[config.mk]
export PLATFORM = sky130hd
export DESIGN_NAME = acc_flag_unit
export DESIGN_NICKNAME = d
export VERILOG_FILES = /design/src/rtl/acc_flag_unit.sv
export SDC_FILE = /design/constraint.sdc
export NUM_CORES = 1
export LEC_CHECK = 0
export BUFFER_PORTS_ARGS = -buffer_cell sky130_fd_sc_hd__clkbuf_2
export CAP_MARGIN = 40
export CORE_MARGIN = 2
export CORE_UTILIZATION = 39
export CTS_CLUSTER_DIAMETER = 30
export DETAILED_ROUTE_END_ITERATION = 8
export PLACE_DENSITY = 0.72
export RECOVER_POWER = 25
export SETUP_SLACK_MARGIN = 0.15
export SLEW_MARGIN = 40
export SYNTH_ARGS = -nofsm -noshare
export SYNTH_HDL_FRONTEND = slang
export SYNTH_SLANG_ARGS = --single-unit
[constraint.sdc]
create_clock -name clk -period 1.6 [get_ports clk]
set_input_delay 0.16 -clock clk [delete_from_list [all_inputs] [get_ports clk]]
set_output_delay 0.16 -clock clk [all_outputs]
set_load 0.02 [all_outputs]
[src/rtl/acc_flag_unit.sv]
// Accumulator/flag register file around an external ALU: IDLE -> EXEC -> WB, one op per three cycles.
// op_ready is high only in IDLE; done (or err for an undefined opcode) pulses in WB, two cycles after acceptance.
module acc_flag_unit #(
    parameter int WIDTH = 8
) (
    input  logic             clk,
    input  logic             rst,
    input  logic             op_valid,
    output logic             op_ready,
    input  logic [3:0]       op_code,
    input  logic [WIDTH-1:0] op_data,
    input  logic             flag_clr,
    output logic [3:0]       alu_oper,
    output logic [WIDTH-1:0] alu_data,
    output logic [WIDTH-1:0] alu_acc,
    output logic             alu_carry_in,
    input  logic [WIDTH-1:0] alu_out,
    input  logic             alu_flag_c,
    input  logic             alu_flag_z,
    input  logic             alu_flag_s,
    input  logic             alu_flag_v,
    input  logic             alu_flag_p,
    output logic [WIDTH-1:0] acc,
    output logic             flag_c,
    output logic             flag_z,
    output logic             flag_s,
    output logic             flag_v,
    output logic             flag_p,
    output logic             done,
    output logic             err
);

    localparam logic [3:0] moveCode      = 4'h0;
    localparam logic [3:0] incrementCode = 4'h1;
    localparam logic [3:0] decrementCode = 4'h2;
    localparam logic [3:0] addCode       = 4'h3;
    localparam logic [3:0] subCode       = 4'h4;
    localparam logic [3:0] addcCode      = 4'h5;
    localparam logic [3:0] subcCode      = 4'h6;
    localparam logic [3:0] andCode       = 4'h7;
    localparam logic [3:0] orCode        = 4'h8;
    localparam logic [3:0] xorCode       = 4'h9;
    localparam logic [3:0] notCode       = 4'hA;

    typedef enum logic [1:0] {
        IDLE = 2'd0,
        EXEC = 2'd1,
        WB   = 2'd2
    } state_t;

    state_t           state;
    state_t           state_nxt;
    logic [3:0]       op_q;
    logic [WIDTH-1:0] data_q;
    logic             op_def_q;
    logic             accept;
    logic             wr_en;
    logic             loads_c;
    logic             loads_v;

    function automatic logic is_defined(input logic [3:0] code);
        case (code)
            moveCode, incrementCode, decrementCode, addCode, subCode,
            addcCode, subcCode, andCode, orCode, xorCode, notCode: return 1'b1;
            default: return 1'b0;
        endcase
    endfunction

    function automatic logic is_carry_op(input logic [3:0] code);
        case (code)
            incrementCode, decrementCode, addCode, subCode,
            addcCode, subcCode: return 1'b1;
            default: return 1'b0;
        endcase
    endfunction

    function automatic logic is_ovf_op(input logic [3:0] code);
        case (code)
            addCode, subCode, addcCode, subcCode: return 1'b1;
            default: return 1'b0;
        endcase
    endfunction

    always_ff @(posedge clk or posedge rst) begin
        if (rst) begin
            state <= IDLE;
        end else begin
            state <= state_nxt;
        end
    end

    always_comb begin
        state_nxt = state;
        op_ready  = 1'b0;
        done      = 1'b0;
        err       = 1'b0;
        case (state)
            IDLE: begin
                // rst gating keeps op_ready low during the asynchronous reset window
                op_ready = !rst;
                if (op_valid && !rst) begin
                    state_nxt = EXEC;
                end
            end
            EXEC: begin
                state_nxt = WB;
            end
            WB: begin
                state_nxt = IDLE;
                done      = op_def_q;
                err       = !op_def_q;
            end
            default: begin
                state_nxt = IDLE;
            end
        endcase
    end

    assign accept = op_valid && op_ready;

    always_ff @(posedge clk or posedge rst) begin
        if (rst) begin
            op_q     <= 4'h0;
            data_q   <= '0;
            op_def_q <= 1'b0;
        end else if (accept) begin
            op_q     <= op_code;
            data_q   <= op_data;
            op_def_q <= is_defined(op_code);
        end
    end

    assign wr_en   = (state == EXEC) && op_def_q;
    assign loads_c = wr_en && is_carry_op(op_q);
    assign loads_v = wr_en && is_ovf_op(op_q);

    always_ff @(posedge clk or posedge rst) begin
        if (rst) begin
            acc    <= '0;
            flag_z <= 1'b0;
            flag_s <= 1'b0;
            flag_p <= 1'b0;
            flag_v <= 1'b0;
        end else begin
            if (wr_en) begin
                acc    <= alu_out;
                flag_z <= alu_flag_z;
                flag_s <= alu_flag_s;
                flag_p <= alu_flag_p;
            end
            if (loads_v) begin
                flag_v <= alu_flag_v;
            end
        end
    end

    // Clearing at the acceptance edge means the accepted op already sees carry-in 0; in EXEC the write-back wins.
    always_ff @(posedge clk or posedge rst) begin
        if (rst) begin
            flag_c <= 1'b0;
        end else if (loads_c) begin
            flag_c <= alu_flag_c;
        end else if (flag_clr && (state != EXEC)) begin
            flag_c <= 1'b0;
        end
    end

    assign alu_oper     = op_q;
    assign alu_data     = data_q;
    assign alu_acc      = acc;
    assign alu_carry_in = flag_c;

endmodule

==> results.md <==
* RePlAce Congestion at about 0.69
* Cell taking the most area after synthesis: dfrtp_1
* Num CTS Buffers at 3
* Non-filler instance count after layout at approximately 180
* Fin util at 0.521
* Synth area leaders: dfrtp_1, mux2_2, buf_4, nor4b_4, nand3b_1
* Layout cell share with drive strength beyond 1 at 0.683
* Post-synth cell types at 21
* Die Wd at 59.5 um
* Root buffer cell: clkbuf_4
* Overall power at around 2.2 mW
* IO Port Bufs at between 60 and 70
* Post-synthesis cell area at about 1200 um^2
* GRT Total Usage at 0.134
* Synth Flop Type: dfrtp_1
* Peak supply drop at 0.709 mV
* Worst slew pin tran at around 0.45 ns
* DRC Markers at 0
* First-pass GRT wire length at 3.57 mm
* H-tree depth at 1
* Final Cycle Share at 0.884
* Area after DPL at between 1500 and 2000 um^2
* Via count at between 800 and 900
* Yosys warning total at 0
* Most frequent cell after synthesis: dfrtp_1
* Yosys top cell area share at 0.583
* Ant. Diodes at 0
* Max Clk Rate at between 0.7 and 0.8 GHz
* Drt initial violations at 2
* Die H at 59.5 um
* Layout overhead on the synthesized area at 30.1%
* Post-layout instance area at between 1500 and 2000 um^2
* Gate Count Post-Synth at a little over 80
* Slew Viols, Final at 0
* Static Leak at roughly 0.8 nW
* Clock tree buffer depth at 2
* Outcome: complete, no violations
* Fillers at about 280
* Inst Count DP at 173
* MaxCap Viol Count at 0
* Setup ws final at between 0.15 and 0.2 ns
* RSZ-0062 raised after global routing: true
* Final min period at ~1.4 ns
* Mapped Nets at between 100 and 150
* Pre-Repair DR Iteration Count at 3
* Post-CTS Setup Repair Bufs at 0
* CP Data Arrival Time at approximately 1.6 ns
* FF+latch count, synth at 28
* Register area share after synthesis at 0.583
* Post-Route WL at between 2 and 2.5 mm
* Global route overflow at 0
* CP required at ~1.8 ns
* Crit path kind: reg -> reg
* Clk slew on worst S/H paths at around 0.14 ns
* Antenna-violating nets left at 0
* IO Count at 66
* Core area at 3000 um^2
* Synth Area per Inst at between 10 and 15 um^2
* Initial Utilization at 0.400
* Crit Path Max Fanout at 15
* Clk sinks at 28
* CP startpoint kind: flip-flop
* CP endpoint kind: flip-flop
* Initial antenna violation count at 0
* Slew margin rel. at 0.702
* Nets at between 150 and 200
* Final hold violations at 0
* Hold WS at approximately 0.042 ns
* Worst slack at placement at between 0.2 and 0.25 ns
* Largest net degree at the start of global routing at 18
* Routed len/inst at 12.4 um
* Routed vias/inst at about 4.9
* Synth async-reset ratio at 1.00
* Fin Setup TNS at 0 ns
* DP HPWL at 1.75 mm
* Hold/Removal Path Class: in -> reg
* Site Rows at 20
* Clk_skew at between 0.0015 and 0.002 ns
* Number of global-route vias before repair at about 800
* Synth cell count leaders: dfrtp_1, mux2_2, buf_4
* Post-synth EDFFs at 0
* CTS tree: yes
* Pwr dens at 1430 nW/um^2
* # setup viols final at 0
* Clk Latency, worst-skew pair at approximately 0.31 ns
* Die area at approximately 3500 um^2
-- area by class of cell --
type / count / area [um^2] / area share
timing repair buffer: 69 / 367 / 0.234
clock buffer: 4 / 36.3 / 0.0232
multi-input combinational: 41 / 407 / 0.260
inverter: 3 / 11.3 / 0.00720
tap: 33 / 41.3 / 0.0264
sequential: 28 / 702 / 0.449
-- critical path, cell delays in order, from the launching register on --
cell     delay, ns
dfrtp_1       0.47
nor4b_4       0.32
buf_12        0.18
mux2_2        0.33
-- registers in the layout (all words and copies together) (netlist names) --
signal        cells
acc               8
alu_data          8
alu_oper          4
state             2
alu_carry_in      1
flag_p            1
flag_s            1
flag_v            1
flag_z            1
op_def_q          1
-- cell families after synthesis --
logic type             after synthesis  synth area share
AO/OA/AOI/OAI                        5            0.0312
buffers and inverters               14            0.0791
AND/OR/NAND/NOR                     11            0.0739
multiplexers                        25             0.233
flip-flops                          28             0.583
-- path summary, 6_finish.rpt --
kind,from,endpoint,slack (ns),cells past startpoint
max in group asynchronous,rst,alu_oper[2],0.42,4
worst max-delay path,state[1],alu_oper[3],0.19,3
worst min register to register,flag_v,flag_v,0.52,1
worst max register to register,state[1],alu_oper[3],0.19,3
worst min-delay path,alu_flag_c,alu_carry_in,0.04,3
min in group asynchronous,rst,alu_carry_in,0.43,3
-- routing by layer --
layer  wire length (um)  vias up  global-route usage
met3                124        2              0.0153
met4                 27        0              0.0762
li1                   -      408                   -
met1                882      419               0.159
met2               1170       36               0.234
met5                  0        -                   0
-- power breakdown --
part / total, mW / leakage [nW] / switching [mW] / internal, mW
clock: 0.328 / 0.0210 / 0.189 / 0.139
sequential: 1.02 / 0.330 / 0.130 / 0.893
combinational: 0.880 / 0.450 / 0.514 / 0.366
total: 2.23 / 0.801 / 0.834 / 1.40
-- what timing repair did --
action | in CTS | in global routing
gates resized for setup | 0 | 2
endpoints found under the setup margin | 0 | 15
hold buffers | 1 | 0
endpoints found under the hold margin | 11 | 0
-- placed cells by master, fill, tap and decap left out, types with 2 or more instances in the layout --
cell,count
clkbuf_2,65
dfrtp_1,27
mux2_2,24
inv_1,3
clkbuf_4,3
nand3b_1,2
nor3_1,2
No activity file was read; power rests on OpenSTA's default activity.
